### config.mk
export PLATFORM = sky130hd
export DESIGN_NAME = decade_seq_monitor_flat
export DESIGN_NICKNAME = d
export VERILOG_FILES = /design/src/rtl/decade_seq_monitor_if.sv /design/src/rtl/decade_seq_monitor.sv /design/src/flat_wrapper.sv
export SDC_FILE = /design/constraint.sdc
export NUM_CORES = 1
export LEC_CHECK = 0
export BUFFER_PORTS_ARGS = -buffer_cell sky130_fd_sc_hd__clkbuf_2
export CAP_MARGIN = 20
export CORE_MARGIN = 8
export CORE_UTILIZATION = 56
export CTS_CLUSTER_DIAMETER = 40
export CTS_CLUSTER_SIZE = 24
export DETAILED_ROUTE_END_ITERATION = 10
export PLACE_DENSITY = 0.8
export SYNTH_ARGS = -nofsm -noshare
export SYNTH_HDL_FRONTEND = slang
export SYNTH_SLANG_ARGS = --single-unit
export TNS_END_PERCENT = 100
### constraint.sdc
create_clock -name clk -period 3.33 [get_ports clk]
set_input_delay 0.333 -clock clk [delete_from_list [all_inputs] [get_ports clk]]
set_output_delay 0.333 -clock clk [all_outputs]
set_load 0.05 [all_outputs]
### src/rtl/decade_seq_monitor_if.sv
// Sample strobe, BCD sample and checker status between a BCD stream source and decade_seq_monitor.
// The master drives en/count; the slave (monitor) returns registered status and counters.
interface decade_seq_monitor_if #(
    parameter int ERR_W  = 8,
    parameter int WRAP_W = 16
);
    logic              en;
    logic [3:0]        count;
    logic              locked;
    logic [3:0]        expected;
    logic              err_pulse;
    logic [ERR_W-1:0]  err_count;
    logic [WRAP_W-1:0] wrap_count;
    logic              illegal;

    modport master (
        output en, count,
        input  locked, expected, err_pulse, err_count, wrap_count, illegal
    );

    modport slave (
        input  en, count,
        output locked, expected, err_pulse, err_count, wrap_count, illegal
    );
endinterface

### src/rtl/decade_seq_monitor.sv
// Locks onto a 0..9 wrapping BCD stream and counts sequence errors, decade wraps and illegal codes.
// One-cycle registered latency per enabled sample; en=0 freezes all state and drops err_pulse.
module decade_seq_monitor #(
    parameter int LOCK_CNT = 3,
    parameter int ERR_W    = 8,
    parameter int WRAP_W   = 16
) (
    input  logic                 clk,
    input  logic                 rst,
    decade_seq_monitor_if.slave  bus
);
    localparam int RUN_W = $clog2(LOCK_CNT + 1);
    localparam logic [RUN_W-1:0]  RUN_LOCK = RUN_W'(LOCK_CNT);
    localparam logic [ERR_W-1:0]  ERR_MAX  = '1;
    localparam logic [WRAP_W-1:0] WRAP_MAX = '1;

    typedef enum logic [1:0] {
        IDLE   = 2'd0,
        HUNT   = 2'd1,
        LOCKED = 2'd2
    } state_t;

    state_t            state;
    logic [3:0]        prev;
    logic [RUN_W-1:0]  run;
    logic              locked_q;
    logic [3:0]        expected_q;
    logic              err_pulse_q;
    logic [ERR_W-1:0]  err_count_q;
    logic [WRAP_W-1:0] wrap_count_q;
    logic              illegal_q;

    // Codes above 9 have no successor, so they yield 0 and never produce a match.
    function automatic logic [3:0] nxt(input logic [3:0] p);
        if (p >= 4'd9)
            return 4'd0;
        else
            return p + 4'd1;
    endfunction

    logic             hit;
    logic [RUN_W-1:0] run_inc;

    assign hit     = (prev <= 4'd9) && (bus.count <= 4'd9) && (bus.count == nxt(prev));
    assign run_inc = run + RUN_W'(1);

    always_ff @(posedge clk) begin
        if (rst) begin
            state        <= IDLE;
            prev         <= 4'd0;
            run          <= '0;
            locked_q     <= 1'b0;
            expected_q   <= 4'd0;
            err_pulse_q  <= 1'b0;
            err_count_q  <= '0;
            wrap_count_q <= '0;
            illegal_q    <= 1'b0;
        end else begin
            err_pulse_q <= 1'b0;
            if (bus.en) begin
                prev       <= bus.count;
                expected_q <= nxt(bus.count);
                if (bus.count > 4'd9)
                    illegal_q <= 1'b1;
                case (state)
                    IDLE: begin
                        run      <= '0;
                        state    <= HUNT;
                        locked_q <= 1'b0;
                    end
                    HUNT: begin
                        if (hit) begin
                            run <= run_inc;
                            if (run_inc == RUN_LOCK) begin
                                state    <= LOCKED;
                                locked_q <= 1'b1;
                            end
                        end else begin
                            run <= '0;
                        end
                    end
                    LOCKED: begin
                        if (hit) begin
                            if (prev == 4'd9 && bus.count == 4'd0 && wrap_count_q != WRAP_MAX)
                                wrap_count_q <= wrap_count_q + WRAP_W'(1);
                        end else begin
                            err_pulse_q <= 1'b1;
                            if (err_count_q != ERR_MAX)
                                err_count_q <= err_count_q + ERR_W'(1);
                            run      <= '0;
                            state    <= HUNT;
                            locked_q <= 1'b0;
                        end
                    end
                    default: begin
                        state    <= IDLE;
                        locked_q <= 1'b0;
                    end
                endcase
            end
        end
    end

    assign bus.locked     = locked_q;
    assign bus.expected   = expected_q;
    assign bus.err_pulse  = err_pulse_q;
    assign bus.err_count  = err_count_q;
    assign bus.wrap_count = wrap_count_q;
    assign bus.illegal    = illegal_q;
endmodule

### src/flat_wrapper.sv
// flat-port wrapper written by rule: the top's interface ports become plain ports
module decade_seq_monitor_flat 
#(
    parameter int LOCK_CNT = 3,
    parameter int ERR_W    = 8,
    parameter int WRAP_W   = 16
)
  (clk, rst, bus_en, bus_count, bus_locked, bus_expected, bus_err_pulse, bus_err_count, bus_wrap_count, bus_illegal);
  decade_seq_monitor_if #(.ERR_W(ERR_W), .WRAP_W(WRAP_W)) bus_i ();
  input  logic clk;
  input  logic rst;
  input wire logic [$bits(bus_i.en)-1:0] bus_en;
  input wire logic [$bits(bus_i.count)-1:0] bus_count;
  output wire logic [$bits(bus_i.locked)-1:0] bus_locked;
  output wire logic [$bits(bus_i.expected)-1:0] bus_expected;
  output wire logic [$bits(bus_i.err_pulse)-1:0] bus_err_pulse;
  output wire logic [$bits(bus_i.err_count)-1:0] bus_err_count;
  output wire logic [$bits(bus_i.wrap_count)-1:0] bus_wrap_count;
  output wire logic [$bits(bus_i.illegal)-1:0] bus_illegal;
  assign bus_i.en = bus_en;
  assign bus_i.count = bus_count;
  assign bus_locked = bus_i.locked;
  assign bus_expected = bus_i.expected;
  assign bus_err_pulse = bus_i.err_pulse;
  assign bus_err_count = bus_i.err_count;
  assign bus_wrap_count = bus_i.wrap_count;
  assign bus_illegal = bus_i.illegal;
  decade_seq_monitor #(.LOCK_CNT(LOCK_CNT), .ERR_W(ERR_W), .WRAP_W(WRAP_W)) u_core (.clk(clk), .rst(rst), .bus(bus_i));
endmodule
Word-level counts from Yosys, hierarchy flattened
Cells that the tools add are included.

Logic and storage cells: 59. Flip-flop bits (word level): 39.

$lt $le $gt $ge: 5. Bitwise operators: 3. Equality and inequality tests: 10. Reductions and logical operators: 13. $add $sub $neg: 5. Muxes and demuxes: 14.

Operators by type and width (number): $add 16x1->16 const B (1); $ne 16x16->1 const B (1); $pmux 2 s3 (2); $reduce_and 4->1 (3); $mux 2 (5); $add 4x1->4 const B (2); $add 8x1->8 const B (1); $ge 4x4->1 const B (2); $le 4x4->1 const B (2); $mux 4 (2); $ne 8x8->1 const B (1); $eq 2x2->1 const B (2); $eq 4x4->1 (1); $eq 4x4->1 const B (1); $gt 4x4->1 const B (1); $logic_and 1x1->1 (4); $logic_not 4->1 (1); $mux 1 (4); $ne 2x1->1 const B (2); $not 1->1 (3); $reduce_and 3->1 (1); $reduce_bool 3->1 (1); $reduce_or 3->1 (1); $add 2x1->2 const B (1); other kinds (5) (5).

Depth between registers and ports, before layout
Gate-level depths: netlist of run 1.

Word-level depth: 6. Gate-level depth with buffers: 9.

Worst setup path after synthesis of run 1
Ideal clock, no wire load.

Path kind: reg2reg. Start point: register u_core.wrap_count_q[0] (netlist: u_core.bus.wrap_count[0]). End point: register u_core.wrap_count_q[8] (netlist: u_core.bus.wrap_count[8]). Path buffers: 0. Setup time: 0.121 ns. Cell stages (with the launch flop): 8. Arrival: 2.580 ns. Required time: 3.209 ns. Slack: 0.629 ns. Clock period less this slack: 2.701 ns. Cell sequence: dfxtp_1 > ha_1 > and3_1 > nand4_1 > o41ai_1 > nor3_2 > nand4_1 > mux2_2.

Word-level cells in the longest chain between the ends: 3. Elaborated cells on any way between the ends: 4. Classes of those cells: add/sub (1); eq/ne (1); reduce/logical (2).

RTL lines: from (decl) (line decade_seq_monitor.sv:30) `logic [WRAP_W-1:0] wrap_count_q;`; from (signal assigned) (line decade_seq_monitor.sv:85) `wrap_count_q <= wrap_count_q + WRAP_W'(1);`; parallel branches: the longest is 3 deep, another holds $add 16x1->16.

Several ways; the timed one is not identified. A chain may end at the register's enable or synchronous reset.

Worst setup path after layout of run 1
Start point: register u_core.prev[1]. End point: register u_core.wrap_count_q[9] (netlist: u_core.bus.wrap_count[9]).

Word-level cells in the longest chain between the ends: 5. Elaborated cells on any way between the ends: 11. Classes of those cells: add/sub (1); order compare (2); eq/ne (2); mux (1); reduce/logical (5).

RTL lines: from (decl) (line decade_seq_monitor.sv:24) `logic [3:0] prev;`; from (signal assigned) (line decade_seq_monitor.sv:61) `prev <= bus.count;`; $add 4x1->4 / $ge 4x4->1 (equally long branches) (line decade_seq_monitor.sv:38, decade_seq_monitor.sv:35); $mux 4 (line decade_seq_monitor.sv:35) `if (p >= 4'd9)`; $eq 4x4->1 (line decade_seq_monitor.sv:44) `assign hit = (prev <= 4'd9) && (bus.count <= 4'd9) && (bus.count == nxt(prev));`; $logic_and 1x1->1 (line decade_seq_monitor.sv:44); $reduce_and 4->1 (no source line) *.

Every way passes the cells marked *; elsewhere a longest branch is shown, timed or not.

==> results of run 1 <==
==> worst max-delay path, delay by kind of cell, from the launching register on <==
kind	cells	cell delay, ns
and+or+nand+nor	2	0.77
adders and majority gates	1	0.24
AOI/OAI and AO/OA	4	1.19
DFF	1	0.38
buffers and inverters	1	0.08
==> power by group through the flow <==
stage / registers [mW] / logic [mW] / clock network, mW
2_1_floorplan: 0.488 / 0.0680 / 0
3_3_place_gp: 0.480 / 0.0934 / 0
3_5_place_dp: 0.480 / 0.0943 / 0
4_1_cts: 0.470 / 0.0949 / 0.339
5_1_grt: 0.471 / 0.105 / 0.355
6_report: 0.470 / 0.0947 / 0.326
==> path summary, 6_finish.rpt <==
| path | endpoint | slack, ns | cells after the start |
|---|---|---|---|
| worst min-delay path | u_core.prev[1] | 0.36 | 3 |
| worst min register to register | u_core.bus.illegal | 0.48 | 2 |
| worst max-delay path | u_core.bus.wrap_count[9] | 0.57 | 8 |
| worst max register to register | u_core.bus.wrap_count[9] | 0.57 | 8 |
==> flip-flops by register name, indices dropped and copies added (netlist names) <==
| signal | cells |
|---|---|
| u_core.bus.err_pulse | 1 |
| u_core.run | 2 |
| u_core.state | 1 |
| u_core.bus.err_count | 8 |
| u_core.bus.locked | 1 |
| u_core.bus.illegal | 1 |
| u_core.bus.wrap_count | 16 |
| u_core.bus.expected | 4 |
| u_core.prev | 4 |
==> stage by stage <==
stage	instances	cell area (um2)	worst slack, ns
after CTS	337	2460	0.569
final	337	2460	0.571
after floorplan	256	2190	0.629
after global placement	329	2370	0.631
after global routing	337	2460	0.422
after detailed placement	329	2370	0.594
==> routing by layer <==
metal,track usage (%),up-vias,wire [um]
li1,-,996,-
met1,19.6,902,2200
met2,26.1,39,2250
met3,5.47,7,313
met4,6.11,0,67
met5,0,-,0
==> cells in the final DEF, fill, tap and decap left out, drive strengths merged, types with 2 or more instances in the layout <==
cell type   n
xor2        4
ha          9
a22oi       6
or3         3
nor2b       8
mux2        4
inv        13
o21a        3
nand3      11
dfxtp      38
and2        4
nand4b      2
a32o        2
clkbuf     44
and3        3
o21ai       6
o211ai      2
o21bai      2
nor3        6
a21oi      15
nand2      17
a31o        5
and4bb      3
and4b       3
nor2       33
xnor2       4
o41ai       2
nand4       6
mux2i       6
==> logic make-up after synthesis <==
kind of cell,after synthesis,share of synthesized area (%)
AND/OR/NAND/NOR,109,27.2
AO/OA/AOI/OAI,56,19.4
flip-flops,38,34.8
buffers and inverters,26,5.49
multiplexers,10,4.80
adder cells (fa/ha/maj),9,5.15
XOR/XNOR,8,3.20
==> final cells by class <==
cell class / instances / area share (%)
multi-input cells: 192 / 53.1
flip-flops and latches: 38 / 30.9
repair buffers: 38 / 7.83
clock buffers: 7 / 3.51
well taps: 48 / 2.44
inverters: 13 / 1.98
clock inverters: 1 / 0.203
==> results.json, run 1 <==
{
  "outcome": "complete, no violations",
  "cts.sinks": 38,
  "crit_arrival_ns": 2.95,
  "internal_power_uw": 662,
  "fill_cells": 327,
  "wl_per_cell_um": 14.3,
  "post-cts-setup-buffers": 0,
  "netlist_top_cells_count": "dfxtp_1 (38), nor2_1 (33), nand2_1 (17)",
  "worstPathCellList": "inv_1 -> ha_1 -> or3b_4 -> a2111oi_4 -> o22ai_2 -> or2_1 -> o41a_1 -> o21a_1",
  "tns_ns": 0,
  "r2r_start": "u_core.prev[1]",
  "multi_input_area_mm2": 0.00131,
  "clockBufferDepth": 2,
  "hp-start": "bus_count[1]",
  "power_switching_share_pct": 25.7,
  "finalClockSkew_ns": 0.00924,
  "track_usage_pct": 16.3,
  "nets": 304,
  "peakVddDrop_v": 0.000247,
  "worstHoldPathType": "in -> reg",
  "drive_gt1_share_pct": 21.5,
  "initial_utilization_pct": 58.9,
  "syn_nets": 272,
  "ys_warn_count": 0,
  "clk_pin_slew_ns": 0.07,
  "yosysSeqAreaShare_pct": 34.8,
  "drt_pass1_iterations": 4,
  "power_uw": 891,
  "ant_nets": 0,
  "diodes": 0,
  "cp-startpoint": "u_core.prev[1]",
  "cpPeakStageDelay_ns": 0.44,
  "cellPowerDensity_mw_per_mm2": 362,
  "io_buffers": 37,
  "grt_pass1_vias": 1777,
  "post-dp-hpwl_um": 3500,
  "die-width_um": 78.5,
  "place_congestion": 0.871,
  "switchingPower_uw": 229,
  "synthToLayoutAreaGrowth_pct": 12.5,
  "num_rows": 22,
  "holdWs_ns": 0.363,
  "clk_latency_ns": 0.29,
  "routed-via-count": 1944,
  "syn_avg_cell_area_um2": 8.55,
  "hold_viol": 0,
  "grt_max_degree": 40,
  "ys_types": 59,
  "power_frac_seq_pct": 52.8,
  "synth_area_mm2": 0.00219,
  "wirelength_um": 4830,
  "crit_fanout": 9,
  "yosysMostFrequentCell": "dfxtp_1",
  "finalCriticalPeriod_ns": 2.76,
  "fmax_mhz": 362,
  "cts_made_buffers": 5,
  "final_util_pct": 66.2,
  "p_leak_nw": 1.01,
  "via_per_inst": 5.77,
  "seq_area_um2": 761,
  "die-area_mm2": 0.00616,
  "async_flop_share_pct": 0,
  "postSynthCellCount": 256,
  "relSlewSlack_pct": 47.5,
  "num_io_pins": 38,
  "drt_iter0_drc": 169,
  "drc": 0,
  "cp.required_ns": 3.52,
  "netlist_top_cells_area": "dfxtp_1 (35%), nor2_1 (5.7%), ha_1 (5.1%)",
  "worstMarginPinSlew_ns": 0.787,
  "power.share.clock_pct": 36.6,
  "slowest_stage": "o41a_1",
  "synth_edf_count": 0,
  "hold_buffers": 0,
  "cts_tree": "built",
  "finalSetupViolCount": 0,
  "cp-start-kind": "flip-flop",
  "synth_ff_type": "dfxtp_1",
  "worst-setup-path-type": "reg -> reg",
  "cts_root_buffer": "clkbuf_8",
  "power_frac_comb_pct": 10.6,
  "ys_seq_elements": 38,
  "drv_slew": 0,
  "antenna_found_initial": 0,
  "gr-total-overflow": 0,
  "min_period_over_period_pct": 82.9,
  "htreeDepth": 2,
  "yosys.area.top_type": "dfxtp_1",
  "grt_pass1_wl_um": 8220,
  "coreArea_mm2": 0.00372,
  "synth_top_area_share_pct": 34.8,
  "cts_resized": 0,
  "dieHeight_um": 78.5,
  "rsz0062_at_grt": "no",
  "worst_setup_path_end_kind": "flip-flop",
  "maxCapViolations": 0
}
Power figures use the tool's default switching activity.
==> run 2: changes to the inputs <==
clock period = 2.9 ns   (was 3.33 ns; I/O delays follow)
==> run 2 against run 1 <==
Net effect: flip-flop and latch count is the same; highest routed layer unchanged; count of clock-buffer cells in the layout is the same; largest power group unchanged; largest cell class unchanged; total power grew 11%; cell count grew 0.59%; die area is the same; sequential power grew 15%; critical path depth is the same; via count grew 1.3%; clock power grew 4%; non-clock buffer count grew 3.
==> results.json, run 2 (synthesis gave the netlist of run 1 again) <==
{
  "worst_setup_path_end_kind": "flip-flop",
  "gr-total-overflow": 0,
  "power_uw": 990,
  "num_io_pins": 38,
  "finalCriticalPeriod_ns": 2.70,
  "grt_pass1_vias": 1906,
  "coreArea_mm2": 0.00372,
  "drt_pass1_iterations": 4,
  "post-dp-hpwl_um": 3610,
  "cts_root_buffer": "clkbuf_8",
  "diodes": 0,
  "wirelength_um": 5050,
  "grt_max_degree": 39,
  "finalSetupViolCount": 0,
  "initial_utilization_pct": 58.9,
  "grt_pass1_wl_um": 8710,
  "die-area_mm2": 0.00616,
  "cts.sinks": 38,
  "nets": 307,
  "worstMarginPinSlew_ns": 0.626,
  "layout_common_cells": "dfxtp_1 (38), clkbuf_2 (37), nor2_1 (33), nand2_1 (17), a21oi_1 (15)",
  "final_util_pct": 66.5,
  "largest_reg_flops": 16,
  "crit_fanout": 9,
  "relSlewSlack_pct": 58.1,
  "die-width_um": 78.5,
  "synthToLayoutAreaGrowth_pct": 12.9,
  "ant_nets": 0,
  "peakVddDrop_v": 0.000289,
  "maxCapViolations": 0,
  "drive_gt1_share_pct": 22.0,
  "clk_latency_ns": 0.29,
  "htreeDepth": 2,
  "post-cts-setup-buffers": 0,
  "fin_area_mm2": 0.00247,
  "rsz0062_at_grt": "no",
  "holdWs_ns": 0.363,
  "dieHeight_um": 78.5,
  "cp-start-kind": "flip-flop",
  "tns_ns": 0,
  "hold_buffers": 0,
  "hold_viol": 0,
  "outcome": "complete, no violations",
  "finalClockSkew_ns": 0.00841,
  "min_period_over_period_pct": 93.1,
  "worstHoldPathType": "in -> reg",
  "track_usage_pct": 16.9,
  "cts_tree": "built",
  "regToRegSetupSlack_ns": 0.20,
  "drt_iter0_drc": 125,
  "worst-setup-path-type": "reg -> reg",
  "place_congestion": 0.841,
  "clk_pin_slew_ns": 0.07,
  "num_rows": 22,
  "fmax_mhz": 370,
  "p_leak_nw": 1.01,
  "cp.required_ns": 3.09,
  "routed-via-count": 1970,
  "placed_area_mm2": 0.00239,
  "cts_resized": 0,
  "fill_cells": 338,
  "via_per_inst": 5.81,
  "cts_made_buffers": 5,
  "wl_per_cell_um": 14.9,
  "layout_commonest_cell": "dfxtp_1",
  "crit_arrival_ns": 2.89,
  "drv_slew": 0,
  "io_buffers": 37,
  "antenna_found_initial": 0,
  "cellPowerDensity_mw_per_mm2": 401,
  "drc": 0,
  "clockBufferDepth": 2
}
run 2: critical path: stages (launching register included):
cell	delay (ns)
dfxtp_1	0.39
inv_1	0.08
ha_1	0.24
or3b_4	0.40
a2111oi_4	0.37
o22ai_2	0.19
or2_4	0.33
o41a_1	0.42
o21a_1	0.19
run 2: path summary, 6_finish.rpt:
check	to	start	cells after the start
worst max-delay path	u_core.bus.wrap_count[9]	u_core.prev[1]	8
worst min register to register	u_core.bus.illegal	u_core.bus.illegal	2
worst min-delay path	u_core.prev[0]	bus_count[0]	3
worst max register to register	u_core.bus.wrap_count[9]	u_core.prev[1]	8
run 2: per-stage QoR:
step / worst slack (ns) / instances
finish: 0.201 / 339
global route: 0.0384 / 339
CTS: 0.125 / 339
detailed placement: 0.139 / 332
global placement: 0.241 / 332
floorplan: 0.199 / 256
run 2: cell type report:
cell class	instances	area, um2	share of cell area (%)
multi-input combinational	192	1310	53.0
inverter	13	48.8	1.97
timing repair buffer	41	215	8.71
sequential	38	761	30.8
clock buffer	7	76.3	3.09
tap	48	60.1	2.43
run 2: power breakdown:
group | internal (mW) | leakage, nW | total (mW) | switching (mW)
clock | 0.165 | 0.0383 | 0.338 | 0.173
sequential | 0.530 | 0.308 | 0.540 | 0.0102
combinational | 0.0407 | 0.668 | 0.112 | 0.0711
run 2: routing by layer:
layer	wire length, um	part of all wire [%]	track usage, %
met1	2330	46	19.9
met2	2320	46	27.9
met3	351	7.0	5.01
met4	44	0.87	7.22
met5	0	0	0
